**src/rtl/bird_motion.sv**
```systemverilog
// Bird vertical-motion engine: flap/gravity row tracking driving the checker's playerPosition.
// Latency: row_idx/playerPosition update on the clk edge that samples tick=1 (1 clk).
// No backpressure: tick/key are consumed every cycle; optional BIRD_AUTOREPEAT_EN adds held-key repeat flaps.
module bird_motion #(
    parameter int ROWS         = 8,
    parameter int START_ROW    = 4,
    parameter int FALL_TICKS   = 2,
    parameter int RISE_ROWS    = 2,
    parameter int REPEAT_TICKS = 3
) (
    input  logic                    clk,
    input  logic                    reset,
    input  logic                    start,
    input  logic                    over,
    input  logic                    tick,
    input  logic                    key,
    output logic [ROWS-1:0]         playerPosition,
    output logic [$clog2(ROWS)-1:0] row_idx,
    output logic                    flying
);

    localparam int RW = $clog2(ROWS);
    localparam int FW = (FALL_TICKS > 1) ? $clog2(FALL_TICKS) : 1;

    localparam logic [RW:0]     RISE_W    = (RW+1)'(RISE_ROWS);
    localparam logic [RW:0]     TOP_W     = (RW+1)'(ROWS-1);
    localparam logic [RW-1:0]   START_W   = RW'(START_ROW);
    localparam logic [RW-1:0]   ONE_R     = 1;
    localparam logic [FW-1:0]   FALL_LAST = FW'(FALL_TICKS-1);
    localparam logic [FW-1:0]   ONE_F     = 1;
    localparam logic [ROWS-1:0] ONE_P     = 1;

    typedef enum logic [1:0] {IDLE, FLY, DEAD} state_t;

    state_t          state, state_n;
    logic [RW-1:0]   row_n;
    logic [FW-1:0]   fall_cnt, fall_n;
    logic            flap_pend, pend_n;
    logic            key_q;
    logic            key_edge;
    logic            flap_now;
    logic [RW:0]     row_up;

`ifdef BIRD_AUTOREPEAT_EN
    localparam int RPW = (REPEAT_TICKS > 1) ? $clog2(REPEAT_TICKS) : 1;
    localparam logic [RPW-1:0] REP_LAST = RPW'(REPEAT_TICKS-1);
    localparam logic [RPW-1:0] ONE_RP   = 1;
    logic [RPW-1:0]  rep_cnt, rep_n;
    logic            rep_flap;
`else
    // Repeat period only matters when autorepeat is built in.
    localparam int unused_repeat_ticks = REPEAT_TICKS;
`endif

    assign key_edge = key & ~key_q;
    assign row_up   = {1'b0, row_idx} + RISE_W;
    assign flying   = (state == FLY);

    // Next-state, next-row and flap bookkeeping; priority is !start > over > tick.
    always_comb begin
        state_n  = state;
        row_n    = row_idx;
        fall_n   = fall_cnt;
        pend_n   = flap_pend;
        flap_now = 1'b0;
`ifdef BIRD_AUTOREPEAT_EN
        rep_n    = rep_cnt;
        rep_flap = 1'b0;
`endif
        if (!start) begin
            state_n = IDLE;
            row_n   = START_W;
            fall_n  = '0;
            pend_n  = 1'b0;
`ifdef BIRD_AUTOREPEAT_EN
            rep_n   = '0;
`endif
        end else begin
            case (state)
                IDLE: begin
                    state_n = FLY;
                    pend_n  = 1'b0;
`ifdef BIRD_AUTOREPEAT_EN
                    rep_n   = '0;
`endif
                end
                FLY: begin
                    if (over) begin
                        // Game over freezes the row, even against a same-cycle tick.
                        state_n = DEAD;
                        pend_n  = 1'b0;
`ifdef BIRD_AUTOREPEAT_EN
                        rep_n   = '0;
`endif
                    end else begin
`ifdef BIRD_AUTOREPEAT_EN
                        if (!key || key_edge) begin
                            rep_n = '0;
                        end else if (tick) begin
                            if (rep_cnt == REP_LAST) begin
                                rep_flap = 1'b1;
                                rep_n    = '0;
                            end else begin
                                rep_n = rep_cnt + ONE_RP;
                            end
                        end
                        flap_now = flap_pend | key_edge | rep_flap;
`else
                        flap_now = flap_pend | key_edge;
`endif
                        if (tick) begin
                            pend_n = 1'b0;
                            if (flap_now) begin
                                row_n  = (row_up > TOP_W) ? TOP_W[RW-1:0] : row_up[RW-1:0];
                                fall_n = '0;
                            end else if (fall_cnt == FALL_LAST) begin
                                row_n  = (row_idx != '0) ? (row_idx - ONE_R) : row_idx;
                                fall_n = '0;
                            end else begin
                                fall_n = fall_cnt + ONE_F;
                            end
                        end else if (key_edge) begin
                            // Several edges between ticks collapse into one pending flap.
                            pend_n = 1'b1;
                        end
                    end
                end
                DEAD: begin
                    pend_n = 1'b0;
                end
                default: begin
                    state_n = IDLE;
                    row_n   = START_W;
                    fall_n  = '0;
                    pend_n  = 1'b0;
                end
            endcase
        end
    end

    // State and datapath registers; playerPosition is re-decoded from the next row.
    always_ff @(posedge clk) begin
        if (reset) begin
            state          <= IDLE;
            row_idx        <= START_W;
            playerPosition <= ONE_P << START_W;
            fall_cnt       <= '0;
            flap_pend      <= 1'b0;
            key_q          <= 1'b0;
`ifdef BIRD_AUTOREPEAT_EN
            rep_cnt        <= '0;
`endif
        end else begin
            state          <= state_n;
            row_idx        <= row_n;
            playerPosition <= ONE_P << row_n;
            fall_cnt       <= fall_n;
            flap_pend      <= pend_n;
            key_q          <= key;
`ifdef BIRD_AUTOREPEAT_EN
            rep_cnt        <= rep_n;
`endif
        end
    end

endmodule
```
**config.mk**
```make
export PLATFORM = sky130hd
export DESIGN_NAME = bird_motion
export DESIGN_NICKNAME = d
export VERILOG_FILES = /design/src/rtl/bird_motion.sv
export SDC_FILE = /design/constraint.sdc
export NUM_CORES = 1
export LEC_CHECK = 0
export ABC_AREA = 0
export BUFFER_PORTS_ARGS = -buffer_cell sky130_fd_sc_hd__clkbuf_2
export CAP_MARGIN = 25
export CORE_AREA = 10 10 56 58
export DETAILED_ROUTE_END_ITERATION = 16
export DIE_AREA = 0 0 66 68
export PLACE_DENSITY = 0.68
export SYNTH_ARGS = -nofsm -noshare
export SYNTH_HDL_FRONTEND = slang
export SYNTH_SLANG_ARGS = --single-unit
```
**constraint.sdc**
```tcl
create_clock -name clk -period 5.1 [get_ports clk]
set_input_delay 0.255 -clock clk [delete_from_list [all_inputs] [get_ports clk]]
set_output_delay 0.255 -clock clk [all_outputs]
set_load 0.02 [all_outputs]
```
==> metrics.yaml <==
sta:
  fmax_mhz: 442
  hold_ws_ns: 0.157
  max_slew.worst_pin.slew_ns: 0.704
  fin_skew_ns: 0.00685
  maxSlewViolCount: 0
  period_minus_slack_ns: 2.26
  setup_viol_count_final: 0
  tns_ns: 0
  setup_ws_ns: 2.84
  hold_viol: 0
  fin_crit_sh_pct: 44.4
  slew_headroom_pct: 53.1
  rsz0062_at_grt: "no"
clock_tree:
  cts_buffer_depth: 2
  cts_made_buffers: 3
  clock-root-buffer: "clkbuf_4"
  h-tree-depth: 1
  clk_latency_ns: 0.28
  cts_resized: 0
  cts.sinks: 16
  postCtsSetupBuffers: 0
  cts_hold_buf: 0
  clk_pin_slew_worst_paths_ns: 0.09
  cts_tree: "yes"
setup_path:
  crit_fanout: 7
  critPathKind: "reg2reg"
  cp-end-kind: "flop"
  crit_slowest_cell: "a221oi_1"
  timing.rr.end: "playerPosition[1]"
  worst_setup_path_start_kind: "flop"
  cp.arrival_ns: 2.48
  startpoint: "row_idx[1]"
  reg2reg_depth: 7
  critPathCapture: "playerPosition[1]"
  crit_path_max_incr_delay_ns: 0.64
  regToRegSetupSlack_ns: 2.84
  cp.depth: 7
  cp_data_required_time_ns: 5.32
  path_cells: "inv_1 -> ha_1 -> nand2_1 -> nor4b_2 -> o21ai_1 -> a221oi_1 -> and4_1"
  cp_num_buf_inv: 1
  r2r_start: "row_idx[1]"
  crit_family: "compound AO/OA/AOI/OAI gates"
die:
  initial_core_util_pct: 38.1
  dieArea_um2: 4490
  die_w_um: 66
  placement_rows: 17
  core_area_um2: 2110
  die_h_um: 68
  ios: 18
route:
  vias_per_cell: 5.18
  drc: 0
  wl_um: 1690
  detail_route.wl_per_cell_um: 13.6
  first_iter_violations: 10
  drt.antenna.violating_nets: 0
  first_pass_iters: 4
  vias: 647
outcome:
  status: "finished clean"
logic_synthesis:
  ys.flop_type: "dfxtp_1"
  synth_edf_count: 0
  post_synth_and_or_nand_nor_area_fraction_pct: 31.7
  synthMuxAreaShare_pct: 1.87
  ys_ff_latch: 16
  synth_xor_xnor_area_share_pct: 0
  synth_async_sr_flop_share_pct: 0
  synth_top_family_by_area: "simple AND/OR/NAND/NOR gates"
  synth_warnings: 0
  yosysSeqAreaShare_pct: 39.9
  avgSynthCellArea_um2: 10.2
  synth_nets: 87
  netlist_instances: 79
  synth-adder-area-share_pct: 3.12
  synth-compound-area-share_pct: 18.7
  synth_area_leaders: "dfxtp_1 40%, nor4b_2 9.4%, nand2_1 3.3%, o311ai_4 3.3%, ha_1 3.1%"
  synth_area_um2: 802
  synthDistinctLibCells: 34
  yosysTopAreaCell: "dfxtp_1"
  yosysTopAreaCellShare_pct: 39.9
grt:
  grt_usage_pct: 7.66
  antenna_found_initial: 0
  grt_max_degree: 10
  grt_pass1_vias: 590
  grt_pass1_wl_um: 2730
  grt-ovfl-total: 0
placement:
  post-dp-hpwl_um: 1360
  place_ws_ns: 2.88
  dpl.cell_count: 122
  port_buffers: 17
  gp_congestion: 0.904
power_and_ir_drop:
  peakVddDrop_mv: 0.0978
  leakagePower_nw: 0.367
  p_per_area_nw_per_um2: 225
hold_path:
  min_path_type: "in2reg"
cells_and_area:
  antenna_cells: 0
  seqCellArea_um2: 320
  multiInputGateArea_um2: 444
  fill_cells: 208
  final_nets: 107
  syn_to_final_growth_pct: 15.9
  stdcell_count: 125
  drive_above_1_share_pct: 33.0
job:
  max_cap_violations: 0
-- registers in the layout (all words and copies together), names as in the netlist --
signal          cells
key_q               1
row_idx             3
playerPosition      8
flap_pend           1
state               2
fall_cnt            1
-- kinds of logic after synthesis --
family | after synthesis
AOI/OAI and AO/OA | 15
adders and majority gates | 2
buffers and inverters | 8
DFF | 16
muxes | 1
and+or+nand+nor | 37
-- per-layer routing --
layer | wire, um | global-route usage [%]
met1 | 763 | 9.28
met2 | 704 | 11.4
met3 | 202 | 4.08
met4 | 24 | 2.62
met5 | 0 | 0
-- how the worst min path moves through the flow --
stage,cells after the start,slack (ns),from,to
2_1_floorplan,1,0.33,reset,key_q
3_3_place_gp,2,0.44,reset,key_q
3_5_place_dp,2,0.45,reset,key_q
4_1_cts,2,0.15,reset,key_q
5_1_grt,2,0.16,tick,flap_pend
6_report,2,0.16,reset,key_q
-- synth_stat cells, types with 2 or more instances --
| cell type | instances |
|---|---|
| nor2_1 | 6 |
| nor4_1 | 2 |
| nor2b_1 | 2 |
| and4_1 | 2 |
| nand2_1 | 7 |
| nor4b_2 | 5 |
| nand2b_1 | 3 |
| inv_1 | 6 |
| nor3_1 | 4 |
| a21oi_1 | 2 |
| ha_1 | 2 |
| dfxtp_1 | 16 |
-- through the flow --
stage          total power (W)  util (%)  cell area [um2]
2_1_floorplan         0.000143         -              802
3_3_place_gp          0.000148      43.1              907
3_5_place_dp          0.000148      43.1              907
4_1_cts               0.000211      44.1              930
5_1_grt               0.000219      44.1              930
6_report              0.000209      44.1              930
-- cells in the final DEF, fill, tap and decap left out, types with 2 or more instances in the layout --
| cell type | instances |
|---|---|
| dfxtp_1 | 16 |
| nand2b_1 | 3 |
| nor4b_2 | 5 |
| a21oi_1 | 2 |
| inv_1 | 6 |
| nor2_1 | 6 |
| nor4_1 | 2 |
| and4_1 | 2 |
| nand2_1 | 7 |
| clkbuf_4 | 3 |
| nor3_1 | 4 |
| ha_1 | 2 |
| clkbuf_2 | 17 |
| nor2b_1 | 2 |
-- cell type report --
cell class,instances,share of cell area [%]
Inverter,6,2.42
Timing Repair Buffer,17,9.15
Tap cell,28,3.77
Clock buffer,3,2.42
Sequential cell,16,34.5
Multi-Input combinational cell,55,47.8
-- report_power, final --
part	leakage (nW)	switching [W]	internal, W
Sequential	0.130	0.00000159	0.000126
Combinational	0.224	0.0000108	0.00000649
Clock	0.0138	0.0000364	0.0000273
Total	0.367	0.0000488	0.000160
Note: power is estimated with default switching activity, not from simulation.
